[src/rtl/serial_rom_loader.sv]
// UART-fed program loader: parses a framed image upload (sync, count, words, checksum),
// writes each word into the instruction ROM and answers the host with ACK or NAK.
module serial_rom_loader #(
  parameter int          ADDR_WIDTH     = 15,
  parameter int          TIMEOUT_CYCLES = 1000000,
  parameter logic [7:0]  SYNC_BYTE      = 8'h55,
  parameter logic [7:0]  ACK_BYTE       = 8'h06,
  parameter logic [7:0]  NAK_BYTE       = 8'h15
) (
  input  logic                  clk,
  input  logic                  rst,
  input  logic                  received,
  input  logic [7:0]            rx_byte,
  input  logic                  recv_error,
  input  logic                  is_transmitting,
  output logic                  transmit,
  output logic [7:0]            tx_byte,
  output logic                  rom_we,
  output logic [ADDR_WIDTH-1:0] rom_addr,
  output logic [15:0]           rom_data,
  output logic                  loading,
  output logic                  done,
  output logic                  error
);

  localparam int          IDXW      = ADDR_WIDTH + 1;
  localparam int          TW        = $clog2(TIMEOUT_CYCLES + 1);
  localparam logic [63:0] MAX_WORDS = 64'd1 << ADDR_WIDTH;

  typedef enum logic [2:0] {
    IDLE    = 3'd0,
    CNT_HI  = 3'd1,
    CNT_LO  = 3'd2,
    DATA_HI = 3'd3,
    DATA_LO = 3'd4,
    CHECK   = 3'd5,
    RESP    = 3'd6
  } state_t;

  state_t          state_r;
  state_t          next_state_s;
  logic [15:0]     count_r;
  logic [7:0]      hi_r;
  logic [IDXW-1:0] index_r;
  logic [7:0]      sum_r;
  logic [TW-1:0]   tcnt_r;
  logic            ack_r;

  logic            in_frame_s;
  logic            take_s;
  logic            timeout_s;
  logic            pass_s;
  logic            fail_s;
  logic [15:0]     full_count_s;
  logic [IDXW-1:0] next_index_s;

  // A byte is consumed only when no framing error accompanies the strobe.
  assign in_frame_s   = (state_r != IDLE) && (state_r != RESP);
  assign take_s       = received && !recv_error;
  assign timeout_s    = in_frame_s && !received && (tcnt_r == TW'(TIMEOUT_CYCLES));
  assign full_count_s = {count_r[15:8], rx_byte};
  assign next_index_s = index_r + {{(IDXW-1){1'b0}}, 1'b1};

  // State register
  always_ff @(posedge clk) begin
    if (rst) begin
      state_r <= IDLE;
    end else begin
      state_r <= next_state_s;
    end
  end

  // Next-state decode and frame verdict
  always_comb begin
    next_state_s = state_r;
    pass_s       = 1'b0;
    fail_s       = 1'b0;
    case (state_r)
      IDLE: begin
        if (take_s && (rx_byte == SYNC_BYTE)) next_state_s = CNT_HI;
        else                                  next_state_s = IDLE;
      end
      CNT_HI: begin
        if (take_s) next_state_s = CNT_LO;
        else        next_state_s = CNT_HI;
      end
      CNT_LO: begin
        if (!take_s)                              next_state_s = CNT_LO;
        else if (full_count_s == 16'd0)           next_state_s = CHECK;
        else if (64'(full_count_s) > MAX_WORDS)   fail_s       = 1'b1;
        else                                      next_state_s = DATA_HI;
      end
      DATA_HI: begin
        if (take_s) next_state_s = DATA_LO;
        else        next_state_s = DATA_HI;
      end
      DATA_LO: begin
        if (!take_s)                                   next_state_s = DATA_LO;
        else if (64'(next_index_s) == 64'(count_r))    next_state_s = CHECK;
        else                                           next_state_s = DATA_HI;
      end
      CHECK: begin
        if (!take_s)                 next_state_s = CHECK;
        else if (rx_byte == sum_r)   pass_s       = 1'b1;
        else                         fail_s       = 1'b1;
      end
      RESP: begin
        if (!is_transmitting) next_state_s = IDLE;
        else                  next_state_s = RESP;
      end
      default: next_state_s = IDLE;
    endcase
    // Line errors and stalls override whatever the byte decode decided.
    if (in_frame_s && (recv_error || timeout_s)) begin
      pass_s = 1'b0;
      fail_s = 1'b1;
    end else begin
      fail_s = fail_s;
    end
    if (pass_s || fail_s) next_state_s = RESP;
    else                  next_state_s = next_state_s;
  end

  // Datapath: count/word capture, checksum, timeout and registered outputs
  always_ff @(posedge clk) begin
    if (rst) begin
      count_r  <= 16'd0;
      hi_r     <= 8'd0;
      index_r  <= '0;
      sum_r    <= 8'd0;
      tcnt_r   <= '0;
      ack_r    <= 1'b0;
      transmit <= 1'b0;
      tx_byte  <= 8'd0;
      rom_we   <= 1'b0;
      rom_addr <= '0;
      rom_data <= 16'd0;
      loading  <= 1'b0;
      done     <= 1'b0;
      error    <= 1'b0;
    end else begin
      rom_we   <= 1'b0;
      transmit <= 1'b0;
      if (in_frame_s && !received) tcnt_r <= tcnt_r + TW'(1);
      else                         tcnt_r <= '0;
      if (pass_s || fail_s) ack_r <= pass_s;
      case (state_r)
        IDLE: begin
          if (take_s && (rx_byte == SYNC_BYTE)) begin
            done    <= 1'b0;
            error   <= 1'b0;
            sum_r   <= 8'd0;
            loading <= 1'b1;
          end
        end
        CNT_HI: begin
          if (take_s) begin
            count_r[15:8] <= rx_byte;
            sum_r         <= sum_r + rx_byte;
          end
        end
        CNT_LO: begin
          if (take_s) begin
            count_r[7:0] <= rx_byte;
            sum_r        <= sum_r + rx_byte;
            index_r      <= '0;
          end
        end
        DATA_HI: begin
          if (take_s) begin
            hi_r  <= rx_byte;
            sum_r <= sum_r + rx_byte;
          end
        end
        DATA_LO: begin
          if (take_s) begin
            rom_we   <= 1'b1;
            rom_addr <= index_r[ADDR_WIDTH-1:0];
            rom_data <= {hi_r, rx_byte};
            index_r  <= next_index_s;
            sum_r    <= sum_r + rx_byte;
          end
        end
        RESP: begin
          if (!is_transmitting) begin
            transmit <= 1'b1;
            tx_byte  <= ack_r ? ACK_BYTE : NAK_BYTE;
            loading  <= 1'b0;
            done     <= ack_r;
            error    <= !ack_r;
          end
        end
        default: begin
          loading <= loading;
        end
      endcase
    end
  end

endmodule
[config.mk]
export PLATFORM = sky130hd
export DESIGN_NAME = serial_rom_loader
export DESIGN_NICKNAME = d
export VERILOG_FILES = /design/src/rtl/serial_rom_loader.sv
export SDC_FILE = /design/constraint.sdc
export NUM_CORES = 1
export LEC_CHECK = 0
export ABC_CLOCK_PERIOD_IN_PS = 2200
export BUFFER_PORTS_ARGS = -buffer_cell sky130_fd_sc_hd__buf_2
export CORE_MARGIN = 10
export CORE_UTILIZATION = 37
export CTS_BUF_LIST = sky130_fd_sc_hd__clkbuf_8 sky130_fd_sc_hd__clkbuf_16
export DETAILED_ROUTE_END_ITERATION = 6
export GPL_TIMING_DRIVEN = 0
export MAX_ROUTING_LAYER = met4
export SYNTH_ARGS = -nofsm -noshare
export SYNTH_HDL_FRONTEND = slang
export SYNTH_SLANG_ARGS = --single-unit
export TNS_END_PERCENT = 5
[constraint.sdc]
create_clock -name clk -period 2.2 [get_ports clk]
set_input_delay 0.11 -clock clk [delete_from_list [all_inputs] [get_ports clk]]
set_output_delay 0.11 -clock clk [all_outputs]
set_load 0.01 [all_outputs]
==> results of run 1 <==
[layer usage]
metal / up-vias / GRT usage, % / share of wire [%]
met1: 2281 / 18.17 / 45
li1: 2397 / - / -
met4: 0 / 4.457 / 1.4
met5: - / - / 0
met2: 104 / 24.33 / 49
met3: 16 / 3.516 / 4.7
[metrics by stage]
stage               cells  worst slack [ns]  setup TNS (ns)  power, mW
floorplan             670           0.03124               0      2.864
global placement      900           -0.3909          -9.524      3.103
detailed placement    900           -0.3901          -10.12      3.119
CTS                   917          -0.09190         -0.1615      4.936
global route          913           -0.1826         -0.5908      5.180
finish                913           -0.1050         -0.1219      4.948
[worst max-delay path by stage]
stage	from	end	slack [ns]
finish	count_r[9]$_SDFFE_PP0P_	state_r[2]$_SDFFE_PP0P_	-0.10
global route	index_r[6]$_SDFFE_PP0P_	state_r[2]$_SDFFE_PP0P_	-0.18
CTS	count_r[8]$_SDFFE_PP0P_	state_r[2]$_SDFFE_PP0P_	-0.09
detailed placement	state_r[2]$_SDFFE_PP0P_	index_r[15]$_SDFFE_PP0P_	-0.39
global placement	state_r[2]$_SDFFE_PP0P_	index_r[10]$_SDFFE_PP0P_	-0.39
floorplan	count_r[9]$_SDFFE_PP0P_	state_r[2]$_SDFFE_PP0P_	0.03
[cell usage after synthesis (all sizes together) (7+ instances only)]
cell type,number
a21oi,69
and3,8
ha,10
xor2,22
nand4,11
nor2,85
nor4,9
inv,9
dfxtp,111
xnor2,26
nand3,33
nand2,115
or3,7
or4,7
mux2i,18
nor3,10
clkbuf,36
o21ai,19
buf,12
[worst min-delay path, stage by stage]
cell and delay [ns]:
buf_2 0.16, nand2_1 0.07, a21oi_1 0.05
[logic make-up after synthesis]
family / count (synthesis) / synth area share, %
compound gates: 115 / 12.55
xor+xnor: 48 / 7.854
fa+ha+maj: 11 / 2.712
buf+inv: 58 / 5.213
flops: 111 / 41.51
mux: 18 / 3.366
other cells: 1 / 0.07006
simple gates: 305 / 26.72
[report_power, final]
| part | internal [mW] | switching [mW] | total (mW) |
|---|---|---|---|
| clock network | 1.04 | 0.781 | 1.82 |
| logic | 0.344 | 0.628 | 0.972 |
| registers | 2.08 | 0.0731 | 2.16 |
| total | 3.47 | 1.48 | 4.95 |
[registers in the layout, summed over array words and instances (netlist names)]
signal    flops
hi_r          8
count_r      16
rom_we        1
error         1
rom_data     16
transmit      1
tx_byte       3
loading       1
state_r       3
tcnt_r       20
index_r      16
done          1
rom_addr     15
ack_r         1
sum_r         8
[final cells by class]
type                       count  area, um^2
inverter                       9       33.78
clock inverter                 6       90.09
sequential                   111        2226
multi-input combinational    501        2960
tap                          180       225.2
clock buffer                  10       239.0
timing repair buffer          52       265.3
fill                        1395        7770
buffer                        44       232.7
[what timing repair did]
item | 4_1_cts | 5_1_grt
resized for setup | 16 | 12
pin swaps | 1 | 3
setup buffers | 1 | 1
endpoints found under the setup margin | 49 | 16
==> impl_metrics.csv, run 1 <==
group,metric,value,unit
synth,synth_cells,667,
clocking,numCtsBuffers,9,
worst_setup_path,worstPathArrival,2.52,ns
drt,wl_per_cell,16.04,um
min_path,min_to,"rom_data[3]$_SDFFE_PP0P_",
cells_and_area,fin_area,0.006272,mm^2
sta,period_minus_slack,2.305,ns
cells_and_area,areaGrowthSynthToFinish,17.18,%
die,chipWidth,140.3,um
worst_setup_path,rrSetupSlack,-0.10,ns
die,die_height,140.3,um
grt,track_usage,15.03,%
drt,vias,4798,
die,start_util,38.12,%
worst_setup_path,worstPathMaxFanout,3,
worst_setup_path,cp.depth,7,
clocking,tritoncts,"yes",
die,core,0.01404,mm^2
sta,final-setup-viol-count,2,
cells_and_area,final_common_cell,"nand2_1",
worst_setup_path,path_buf_inv,0,
sta,finalClockSkew,0.008881,ns
sta,slew-limit-headroom,53.11,%
power_and_ir_drop,ir_worst_vdd,0.3944,mV
grt,overflow,0,
cells_and_area,final_nets,752,
flow_run,cap_violations,0,
die,num_rows,43,
sta,max_freq,0.4338,GHz
synth,synth_area_leaders,"dfxtp_1 (42%), nand2_1 (8.1%), a21oi_1 (6.4%)",
synth,synthArstFlopShare,0,%
grt,antenna_found_initial,0,
worst_setup_path,critPathKind,"flop to flop",
synth,ys.flop_type,"dfxtp_1",
grt,grt_max_degree,19,
synth,synth.largest_area_cell,"dfxtp_1",
worst_setup_path,crit_family,"simple AND/OR/NAND/NOR gates",
min_path,hold_depth,3,
power_and_ir_drop,powerDensity,788.8,mW/mm^2
worst_setup_path,r2r-end,"state_r[2]$_SDFFE_PP0P_",
cells_and_area,mostFrequentLayoutCells,"nand2_1 (115), dfxtp_1 (108), nor2_1 (85), a21oi_1 (67), buf_2 (51)",
clocking,clk_pin_slew_worst_paths,0.08,ns
synth,syn_area,0.005353,mm^2
min_path,hp-start,"rx_byte[3]",
grt,grt_pass1_wl,23810,um
clocking,root_buffer,"clkbuf_16",
synth,ys_ff_latch,111,
drt,drtIter0Drc,314,
sta,holdWs,0.07836,ns
synth,synth_area_per_cell,8.025,um^2
place,hpwl,10690,um
clocking,cts_sinks,111,
outcome,violations,"setup timing",
synth,synth.distinct_cells,60,
sta,finalHoldViolations,0,
drt,drc_errors,0,
clocking,clock_path_buffers,2,
sta,period_share,104.8,%
synth,synth_edf_count,0,
clocking,cts_htree_levels,3,
worst_setup_path,r2r-start,"count_r[9]$_SDFFE_PP0P_",
power_and_ir_drop,leakagePower,2.399,nW
cells_and_area,fin_util,44.67,%
worst_setup_path,startpoint_type,"flop",
synth,seq_area_frac_synth,41.51,%
grt,grt_pass1_vias,4617,
outcome,status,"complete, but fails checks",
drt,postRouteAntennaNets,0,
drt,firstDrtPassIters,5,
die,fp.dieArea,0.01968,mm^2
die,ios,57,
drt,avgViaCountPerCell,5.255,
clocking,insertion_delay,0.36,ns
worst_setup_path,slowest_delay,0.57,ns
worst_setup_path,crit_slowest_cell,"or4_4",
place,port_buffers,50,
sta,rsz0062_at_grt,"true",
clocking,cts_hold_buf,0,
synth,yosysTopAreaCellShare,41.51,%
cells_and_area,diodes,0,
worst_setup_path,r2r_cells,7,
cells_and_area,drive_gt1_share,15.01,%
place,placed_area,0.005848,mm^2
worst_setup_path,required,2.42,ns
worst_setup_path,cp_cell_sequence,"or4_1, or4_4, nand4_4, a21oi_2, or3_4, a311oi_2, a21oi_1",
sta,worstMarginPinSlew,0.6973,ns
sta,setup_ws,-0.1050,ns
place,place.gp.congestion,0.8804,
worst_setup_path,cp-end-kind,"flop",
drt,totalWireLength,14640,um
min_path,min_path_type,"input pin to flop",
synth,ys_warn_count,0,
sta,maxSlewViolCount,0,
Note: power is estimated with default switching activity, not from simulation.
==> run 2: changes to the inputs <==
Settings changed: CELL_PAD_IN_SITES_DETAIL_PLACEMENT set to 0, CELL_PAD_IN_SITES_GLOBAL_PLACEMENT set to 1, PLACE_DENSITY_LB_ADDON set to 0.1.
==> impl_metrics.csv, run 2 (synthesized netlist as in run 1, its figures left out) <==
group,metric,value,unit
cells_and_area,diodes,0,
worst_setup_path,required,2.41,ns
power_and_ir_drop,comb_power_share,20.7,%
grt,grt_max_degree,19,
drt,drtIter0Drc,266,
clocking,cts_sinks,111,
drt,drc_errors,0,
drt,totalWireLength,14600,um
sta,finalHoldViolations,0,
power_and_ir_drop,switching_share,31.50,%
cells_and_area,largest-register,"tcnt_r",
drt,firstDrtPassIters,5,
drt,vias,4698,
clocking,insertion_delay,0.36,ns
power_and_ir_drop,leakagePower,2.371,nW
worst_setup_path,startpoint_type,"flop",
clocking,clock_path_buffers,2,
worst_setup_path,critPathKind,"flop to flop",
drt,wl_per_cell,15.99,um
clocking,numCtsBuffers,9,
die,chipWidth,140.3,um
worst_setup_path,cp-end-kind,"flop",
clocking,tritoncts,"yes",
die,fp.dieArea,0.01968,mm^2
sta,max_freq,0.4253,GHz
clocking,cts_hold_buf,0,
outcome,status,"complete, but fails checks",
place,place.gp.congestion,0.8198,
sta,worstMarginPinSlew,0.7197,ns
cells_and_area,areaGrowthSynthToFinish,16.27,%
cells_and_area,finalNonFillerCells,913,
sta,rsz0062_at_grt,"true",
clocking,root_buffer,"clkbuf_16",
cells_and_area,drive_gt1_share,15.01,%
sta,period_minus_slack,2.351,ns
place,port_buffers,50,
place,hpwl,10860,um
worst_setup_path,worstPathArrival,2.56,ns
power_and_ir_drop,seqPwrFrac,46.2,%
sta,maxSlewViolCount,0,
sta,period_share,106.9,%
outcome,violations,"setup timing",
grt,grt_pass1_wl,24290,um
flow_run,cap_violations,0,
cells_and_area,mostFrequentLayoutCells,"nand2_1 (114), dfxtp_1 (109), nor2_1 (85), a21oi_1 (67), buf_2 (51)",
grt,antenna_found_initial,0,
sta,final-setup-viol-count,3,
power_and_ir_drop,pwr-share-clk,33.1,%
die,num_rows,43,
die,die_height,140.3,um
cells_and_area,largest_register_ffs,20,
die,start_util,38.12,%
sta,slew-limit-headroom,51.61,%
sta,setup_ws,-0.1511,ns
place,dp_cells,900,
clocking,clk_pin_slew_worst_paths,0.08,ns
drt,avgViaCountPerCell,5.146,
cells_and_area,final_nets,753,
power_and_ir_drop,ir_worst_vdd,0.3565,mV
sta,fin_setup_tns,-0.2622,ns
power_and_ir_drop,power_switching,1.470,mW
cells_and_area,fill_cells,1459,
worst_setup_path,worstPathMaxFanout,3,
sta,finalClockSkew,0.01137,ns
power_and_ir_drop,powerDensity,749.9,mW/mm^2
grt,track_usage,15.39,%
die,ios,57,
clocking,cts_htree_levels,3,
cells_and_area,final_common_cell,"nand2_1",
power_and_ir_drop,p_int,3.196,mW
grt,grt_pass1_vias,4631,
drt,postRouteAntennaNets,0,
die,core,0.01404,mm^2
min_path,min_path_type,"input pin to flop",
grt,overflow,0,
power_and_ir_drop,power,4.667,mW
==> run 2: timing repair <==
item | in CTS | in global routing
pin swaps | 1 | 5
buffers inserted | 1 | 3
resized for setup | 14 | 9
hold endpoints to repair | 0 | 0
gates cloned | 0 | 0
endpoints found under the setup margin | 49 | 17
==> run 2: worst max-delay path, cell delays in order, from the launching register on <==
cell,delay (ns)
dfxtp_2,0.35
or4_1,0.40
or4_4,0.59
nand4_4,0.12
a21oi_2,0.06
or3_4,0.39
a311oi_2,0.21
a21oi_1,0.10
==> run 2: area by class of cell <==
type	instances	area [um^2]	share of cell area, %
plain buffers	43	227.7	3.659
clock buffers	9	225.2	3.619
clock inverters	6	46.29	0.7439
inverters	9	33.78	0.5428
multi-input cells	501	2960	47.57
flip-flops and latches	111	2225	35.75
well taps	180	225.2	3.619
repair buffers	54	280.3	4.503
==> run 2: power by group through the flow <==
stage / Combinational, mW / Clock (mW) / Sequential (mW)
after floorplan: 0.678 / 0 / 2.19
after global placement: 0.923 / 0 / 2.20
after detailed placement: 0.933 / 0 / 2.20
after CTS: 0.950 / 1.60 / 2.15
after global routing: 1.08 / 1.68 / 2.17
final: 0.965 / 1.54 / 2.16
==> run 2: worst paths after layout <==
path / startpoint / endpoint / slack, ns / cells after the start
setup / recovery: count_r[9]$_SDFFE_PP0P_ / state_r[2]$_SDFFE_PP0P_ / -0.15 / 7
hold / removal: rx_byte[0] / rom_data[0]$_SDFFE_PP0P_ / 0.08 / 3
setup reg to reg: count_r[9]$_SDFFE_PP0P_ / state_r[2]$_SDFFE_PP0P_ / -0.15 / 7
hold reg to reg: rom_data[14]$_SDFFE_PP0P_ / rom_data[14]$_SDFFE_PP0P_ / 0.45 / 2
==> run 2: per-layer routing <==
layer | track usage [%] | wire length [um]
met2 | 23.69 | 6737
met3 | 3.076 | 593
met5 | - | 0
met1 | 20.16 | 7145
met4 | 4.022 | 127
==> run 2: through the flow <==
step / cell area, um^2 / utilization (%) / setup WS, ns / hold WS (ns)
2_1_floorplan: 5373 / - / 0.03124 / 0.2460
3_3_place_gp: 5848 / 41.65 / -0.6297 / 0.4399
3_5_place_dp: 5848 / 41.65 / -0.6441 / 0.4458
4_1_cts: 6183 / 44.03 / -0.1618 / 0.07332
5_1_grt: 6223 / 44.32 / -0.2391 / 0.08315
6_report: 6223 / 44.32 / -0.1511 / 0.07997
==> run 3: changes to the inputs <==
Settings changed: BUFFER_PORTS_ARGS -buffer_cell sky130_fd_sc_hd__buf_2 to -buffer_cell sky130_fd_sc_hd__buf_4.
==> impl_metrics.csv, run 3 (synthesized netlist as in run 1, its figures left out) <==
group,metric,value,unit
grt,track_usage,15.38,%
clocking,insertion_delay,0.36,ns
worst_setup_path,required,2.41,ns
worst_setup_path,cp_cell_sequence,"or4_1, or4_4, nand4_4, a21oi_2, or3_4, a311oi_2, a21oi_1",
clocking,root_buffer,"clkbuf_16",
worst_setup_path,worstPathArrival,2.54,ns
power_and_ir_drop,ir_worst_vdd,0.3480,mV
drt,drc_errors,0,
place,placed_area,0.005973,mm^2
sta,setup_ws,-0.1224,ns
sta,slew-limit-headroom,54.10,%
drt,drtIter0Drc,218,
die,core,0.01404,mm^2
cells_and_area,diodes,0,
drt,wl_per_cell,16.28,um
drt,firstDrtPassIters,4,
cells_and_area,final_common_cell,"nand2_1",
sta,period_minus_slack,2.322,ns
drt,postRouteAntennaNets,0,
sta,period_share,105.6,%
flow_run,cap_violations,0,
place,dp_cells,900,
sta,final-setup-viol-count,2,
grt,grt_max_degree,19,
place,place.gp.congestion,0.8217,
worst_setup_path,crit_slowest_cell,"or4_4",
sta,finalClockSkew,0.01315,ns
power_and_ir_drop,powerDensity,758.8,mW/mm^2
outcome,status,"complete, but fails checks",
drt,avgViaCountPerCell,5.200,
grt,overflow,0,
clocking,clock_path_buffers,2,
cells_and_area,areaGrowthSynthToFinish,18.61,%
grt,antenna_found_initial,0,
place,port_buffers,50,
clocking,cts_hold_buf,0,
cells_and_area,largest_register_ffs,20,
cells_and_area,drive_gt1_share,14.46,%
die,fp.dieArea,0.01968,mm^2
clocking,numCtsBuffers,9,
sta,max_freq,0.4306,GHz
cells_and_area,fill_cells,1420,
die,chipWidth,140.3,um
drt,vias,4748,
outcome,violations,"setup timing",
sta,finalHoldViolations,0,
cells_and_area,fin_util,45.21,%
cells_and_area,fin_area,0.006349,mm^2
clocking,tritoncts,"yes",
grt,grt_pass1_wl,24300,um
cells_and_area,finalNonFillerCells,913,
cells_and_area,mostFrequentLayoutCells,"nand2_1 (115), dfxtp_1 (108), nor2_1 (85), a21oi_1 (67), buf_4 (60)",
worst_setup_path,path_buf_inv,0,
sta,maxSlewViolCount,0,
clocking,cts_sinks,111,
place,hpwl,10900,um
die,die_height,140.3,um
die,ios,57,
cells_and_area,largest-register,"tcnt_r",
worst_setup_path,crit_family,"simple AND/OR/NAND/NOR gates",
clocking,clk_pin_slew_worst_paths,0.07,ns
worst_setup_path,critPathKind,"flop to flop",
worst_setup_path,worstPathMaxFanout,3,
die,start_util,38.12,%
grt,grt_pass1_vias,4659,
clocking,cts_htree_levels,3,
worst_setup_path,startpoint_type,"flop",
min_path,min_path_type,"input pin to flop",
worst_setup_path,slowest_delay,0.58,ns
sta,rsz0062_at_grt,"true",
worst_setup_path,cp-end-kind,"flop",
cells_and_area,final_nets,752,
drt,totalWireLength,14870,um
sta,worstMarginPinSlew,0.6827,ns
die,num_rows,43,
power_and_ir_drop,leakagePower,2.383,nW
-- run 3: layout make-up --
| cell class | instances | area [um^2] | share of cell area [%] |
|---|---|---|---|
| timing repair buffer | 52 | 390.4 | 6.149 |
| sequential | 111 | 2226 | 35.06 |
| clock inverter | 7 | 72.57 | 1.143 |
| multi-input combinational | 501 | 2944 | 46.37 |
| clock buffer | 9 | 225.2 | 3.547 |
| tap | 180 | 225.2 | 3.547 |
| inverter | 9 | 33.78 | 0.5321 |
| buffer | 44 | 231.5 | 3.646 |
-- run 3: per-layer routing --
layer | wire length (um) | GRT usage [%] | vias up
met2 | 6843 | 24.11 | 103
met5 | 0 | - | -
met3 | 762 | 2.671 | 16
met1 | 7076 | 19.67 | 2236
met4 | 184 | 5.000 | 0
li1 | - | - | 2393
-- run 3: path summary, 6_finish.rpt --
check	start	to	slack, ns	cells past startpoint
setup / recovery	count_r[9]$_SDFFE_PP0P_	state_r[2]$_SDFFE_PP0P_	-0.12	7
hold / removal	rx_byte[3]	rom_data[3]$_SDFFE_PP0P_	0.06	3
setup reg to reg	count_r[9]$_SDFFE_PP0P_	state_r[2]$_SDFFE_PP0P_	-0.12	7
hold reg to reg	rom_data[5]$_SDFFE_PP0P_	rom_data[5]$_SDFFE_PP0P_	0.46	2
-- run 3: timing repair --
item                                    CTS  global route
pin swaps                                 2             1
endpoints found under the setup margin   50            16
setup buffers                             1             1
resized for setup                        14             8
-- run 3: through the flow --
step / setup slack [ns] / power [mW] / hold WS (ns) / TNS [ns]
floorplan: 0.03124 / 2.864 / 0.2460 / 0
global placement: -0.6115 / 3.133 / 0.4257 / -17.09
detailed placement: -0.6586 / 3.144 / 0.4287 / -18.96
CTS: -0.1473 / 4.834 / 0.04884 / -0.2077
global route: -0.2415 / 5.077 / 0.05793 / -0.5781
finish: -0.1224 / 4.818 / 0.05848 / -0.2013
-- run 3: tightest hold or removal path: stages --
cell and delay (ns):
buf_4 0.15, nand2_1 0.06, a21oi_1 0.05
-- run 3: power breakdown --
part           leakage, nW  internal [mW]  switching, mW
combinational         1.34          0.357          0.639
clock                0.147          0.889          0.775
sequential           0.896           2.08         0.0736
